===== src/rtl/qpsk_tx_mapper.sv =====
// Byte-stream to QPSK I/Q sample mapper: 4 dibits per byte (MSB first), each held for SPS samples.
// Optional macro QPSK_IDLE_ZERO_EN: emit valid zero samples while starved in IDLE.
module qpsk_tx_mapper #(
    parameter int DATA_W = 12,
    parameter int SPS    = 4,
    parameter int AMPL   = 1024
) (
    input  logic              clk,
    input  logic              rst,
    input  logic              s_valid,
    input  logic [7:0]        s_data,
    input  logic              s_last,
    output logic              s_ready,
    output logic              m_valid,
    output logic [DATA_W-1:0] m_data_i,
    output logic [DATA_W-1:0] m_data_q,
    output logic              m_last,
    input  logic              m_ready,
    output logic              busy
);

    // state | meaning
    // IDLE  | no byte in flight, s_ready=1
    // SEND  | presenting symbol sym_idx of the latched byte, repetition rep_cnt
    typedef enum logic {IDLE, SEND} state_t;

    localparam int CNT_W = (SPS > 1) ? $clog2(SPS) : 1;
    localparam logic [CNT_W-1:0]  REP_MAX = CNT_W'(SPS - 1);
    localparam logic [DATA_W-1:0] POS_V   = DATA_W'(AMPL);
    localparam logic [DATA_W-1:0] NEG_V   = DATA_W'(-AMPL);

    state_t           state, state_nx;
    logic [1:0]       sym_idx, sym_nx;
    logic [CNT_W-1:0] rep_cnt, rep_nx;
    logic [7:0]       shreg, shreg_nx;
    logic             last_flag, last_nx;
    logic             final_smp;
    logic             hs;

    assign final_smp = (state == SEND) && (sym_idx == 2'd3) && (rep_cnt == REP_MAX);
    assign hs        = m_valid && m_ready;

    always_ff @(posedge clk) begin
        if (!rst) begin
            state     <= IDLE;
            sym_idx   <= '0;
            rep_cnt   <= '0;
            shreg     <= '0;
            last_flag <= 1'b0;
        end else begin
            state     <= state_nx;
            sym_idx   <= sym_nx;
            rep_cnt   <= rep_nx;
            shreg     <= shreg_nx;
            last_flag <= last_nx;
        end
    end

    always_comb begin
        state_nx = state;
        sym_nx   = sym_idx;
        rep_nx   = rep_cnt;
        shreg_nx = shreg;
        last_nx  = last_flag;
        s_ready  = 1'b0;
        case (state)
            IDLE: begin
                s_ready = 1'b1;
                if (s_valid) begin
                    state_nx = SEND;
                    shreg_nx = s_data;
                    last_nx  = s_last;
                    sym_nx   = '0;
                    rep_nx   = '0;
                end
            end
            SEND: begin
                // Accepting during the last sample lets bytes run back to back without a gap.
                s_ready = final_smp && m_ready;
                if (hs) begin
                    if (rep_cnt == REP_MAX) begin
                        rep_nx = '0;
                        if (sym_idx == 2'd3) begin
                            if (s_valid) begin
                                shreg_nx = s_data;
                                last_nx  = s_last;
                                sym_nx   = '0;
                            end else begin
                                state_nx = IDLE;
                            end
                        end else begin
                            sym_nx   = sym_idx + 2'd1;
                            shreg_nx = {shreg[5:0], 2'b00};
                        end
                    end else begin
                        rep_nx = rep_cnt + 1'b1;
                    end
                end
            end
            default: state_nx = IDLE;
        endcase
    end

`ifdef QPSK_IDLE_ZERO_EN
    // Keeps m_valid low for the first cycle after reset, then IDLE emits zeros.
    logic run;
    always_ff @(posedge clk) begin
        if (!rst) run <= 1'b0;
        else      run <= 1'b1;
    end
    assign m_valid = (state == SEND) || run;
`else
    assign m_valid = (state == SEND);
`endif

    always_comb begin
        m_data_i = '0;
        m_data_q = '0;
        m_last   = 1'b0;
        if (state == SEND) begin
            m_data_i = shreg[7] ? NEG_V : POS_V;
            m_data_q = shreg[6] ? NEG_V : POS_V;
            m_last   = last_flag && final_smp;
        end
    end

    assign busy = (state == SEND);

endmodule


===== config.mk =====
export PLATFORM = sky130hd
export DESIGN_NAME = qpsk_tx_mapper
export DESIGN_NICKNAME = d
export VERILOG_FILES = /design/src/rtl/qpsk_tx_mapper.sv
export SDC_FILE = /design/constraint.sdc
export NUM_CORES = 1
export LEC_CHECK = 0
export CORE_UTILIZATION = 30
export CTS_CLUSTER_SIZE = 25
export DETAILED_ROUTE_END_ITERATION = 10
export GPL_ROUTABILITY_DRIVEN = 1
export SLEW_MARGIN = 10
export SYNTH_ARGS = -nofsm -noshare
export SYNTH_HDL_FRONTEND = slang
export SYNTH_SLANG_ARGS = --single-unit

===== constraint.sdc =====
create_clock -name clk -period 2.28 [get_ports clk]
set_input_delay 0.228 -clock clk [delete_from_list [all_inputs] [get_ports clk]]
set_output_delay 0.228 -clock clk [all_outputs]
set_load 0.01 [all_outputs]

==> impl_metrics.toml <==
[timing]
min_period_ns = 1.92
slew_violations = 0
holdWs_ns = 0.462
finalSetupViolations = 0
hold_viol = 0
finalCritPeriodShare_pct = 84.4
fmax_mhz = 520
worstMarginPinSlew_ns = 0.547
rsz0062_at_grt = "no"
tns_ns = 0
fin_skew_ns = 0.000592
relSlewSlack_pct = 63.4

[grt]
grt_pass1_wl_um = 2520
grtUsageMet2_pct = 16.6
antenna_found_initial = 0
grtUsageTotal_pct = 10.1
grt_pass1_vias = 595
grt_max_degree = 18
gr-total-overflow = 0
grt_util_met3_pct = 2.53
busiest_layer = "met2"
met1_usage_pct = 12.0

[clocking]
ctsResizeCount = 0
clkSlewWorstSetupHoldPaths_ns = 0.08
hold_buffers = 0
root_buffer = "clkbuf_4"
h-tree-depth = 1
cts_tree = "done"
clock_path_buffers = 2
post-cts-setup-buffers = 0
numCtsBuffers = 3
worstSkewPairLatency_ns = 0.27
cts_sinks = 14

[placed_design]
gp_congestion = 0.689
hpwl_um = 1130
port_buffers = 20

[floorplan]
fp.dieH_um = 56.6
initial_core_util_pct = 32.2
die_x_um = 56.6
core_mm2 = 0.00278
dieArea_mm2 = 0.00320
rows = 19
ios = 41

[critical_path]
critPathLaunchType = "register"
cp-end-kind = "output port"
path_max_fanout = 8
cp_data_required_time_ns = 2.05
crit_arrival_ns = 1.70
worstSetupPathType = "reg2out"

[layout]
final_layout_size_suffix_gt1_share_pct = 6.31
nets = 128
multi_input_area_um2 = 484
seq_area_um2 = 280
fillCellCount = 279
antenna_cells = 0
syn_to_final_growth_pct = 17.1

[power]
p_leak_nw = 0.429
switching_power_mw = 0.140
switching_share_pct = 25.4
p_comb_share_pct = 19.2
power.density_mw_per_mm2 = 527
max-vdd-ir-drop_mv = 0.218
p_int_mw = 0.412
seqPwrFrac_pct = 48.9
clock_power_share_pct = 31.9

[logic_synthesis]
synth-xor-area-share_pct = 0
post_synth_and_or_nand_nor_area_fraction_pct = 15.7
synthCells = 95
synth-edff-count = 0
synth-compound-area-share_pct = 22.5
synth-main-ff-cell = "dfxtp_1"
ys_ff_latch = 14
syn_area_per_cell_um2 = 9.42
ys_seq_area_share_pct = 31.3
synthAdderAreaFrac_pct = 4.20
syn_area_um2 = 895
synth_top_family_by_area = "buffers and inverters"
async_flop_share_pct = 0
yosysUniqueCellTypes = 27
yosys_warnings = 0
muxShareOfSynthArea_pct = 3.36

[detailed_routing]
post_drt_via_cell_ratio = 4.58
postRouteAntennaNets = 0
drt-initial-drc-count = 17
drc_errors = 0
dr.pass1.iters = 3
drt_wl_total_um = 1520
routedWlPerCell_um = 10.7
vias = 651

[outcome]
run_status = "finished clean"

[worst_hold_path]
hold_path_class = "reg2reg"

[run]
maxCapViolCount = 0
==> flip-flops by register name (all words and copies together) (netlist names) <==
| register | flops |
|---|---|
| last_flag | 1 |
| rep_cnt | 2 |
| shreg | 8 |
| busy | 1 |
| sym_idx | 2 |
==> routing by layer <==
| metal | wire length [um] | part of all wire [%] |
|---|---|---|
| met4 | 19 | 1.3 |
| met1 | 687 | 45 |
| met5 | 0 | 0 |
| met3 | 109 | 7.2 |
| met2 | 701 | 46 |
==> critical path: stages, from the launching register on <==
cell	delay [ns]
dfxtp_1	0.35
ha_1	0.32
and4_1	0.22
clkdlybuf4s50_1	0.53
==> metrics by stage <==
step	utilization (%)	power (mW)	instance area, um^2	setup WS, ns	cells
2_1_floorplan	-	0.368	966	0.956	114
3_3_place_gp	36.3	0.381	1010	0.419	138
3_5_place_dp	36.3	0.382	1010	0.408	138
4_1_cts	37.7	0.561	1050	0.339	142
5_1_grt	37.7	0.586	1050	0.253	142
6_report	37.7	0.552	1050	0.357	142
==> power groups by stage <==
stage | Sequential (mW) | Combinational, mW | Clock [mW]
floorplan | 0.274 | 0.0945 | 0
global placement | 0.275 | 0.105 | 0
detailed placement | 0.276 | 0.107 | 0
CTS | 0.270 | 0.107 | 0.184
global route | 0.272 | 0.116 | 0.198
finish | 0.270 | 0.106 | 0.176
==> cell usage in the layout (no fill, tap or decap) <==
master	synthesis	layout
a21bo_1	1	1
a21boi_0	3	3
a21oi_1	1	1
a2bb2oi_2	1	1
a32oi_1	1	1
and2_1	2	2
and2b_1	1	1
and4_1	1	1
buf_4	23	1
clkbuf_4	0	3
clkbuf_8	0	1
clkdlybuf4s50_1	0	20
conb_1	1	20
dfxtp_1	14	14
ha_1	3	3
mux2i_1	3	3
nand2_1	9	9
nand3_1	1	1
nand3_2	1	1
nand3b_1	1	1
nand4b_1	2	2
nor2b_1	2	2
nor3b_1	2	2
nor4bb_1	1	1
o21a_1	8	8
o221a_1	6	6
o22ai_1	2	2
==> synthesized netlist by cell type (2+ instances only) <==
master / n / share of area (%)
o221a_1: 6 / 7.6
ha_1: 3 / 4.2
buf_2: 2 / 1.1
nand2_1: 9 / 3.8
nor2b_1: 2 / 1.4
nand4b_1: 2 / 2.0
dfxtp_1: 14 / 31
o21a_1: 8 / 6.7
o22ai_1: 2 / 1.4
mux2i_1: 3 / 3.4
and2_1: 2 / 1.4
nor3b_1: 2 / 1.7
a21boi_0: 3 / 2.5
buf_4: 23 / 19
clkbuf_1: 2 / 0.84
==> kinds of logic (layout without fill, tap and decap cells) <==
family	count (synthesis)	count (layout)
buf+inv	28	25
other cells	1	20
fa+ha+maj	3	3
mux	3	3
compound gates	23	23
flops	14	14
simple gates	23	23
==> final timing paths <==
path	start	endpoint	slack (ns)	cells past startpoint
hold / removal	last_flag	last_flag	0.46	2
setup reg to reg	sym_idx[0]	shreg[3]	0.75	4
setup / recovery	rep_cnt[0]	m_last	0.36	3
hold reg to reg	last_flag	last_flag	0.46	2
==> layout make-up <==
type / instances / area share, %
Clock buffer: 4 / 3.46
Tap cell: 31 / 3.70
Multi-Input combinational cell: 72 / 46.2
Timing Repair Buffer: 21 / 19.8
Sequential cell: 14 / 26.8
Power figures use the tool's default switching activity.
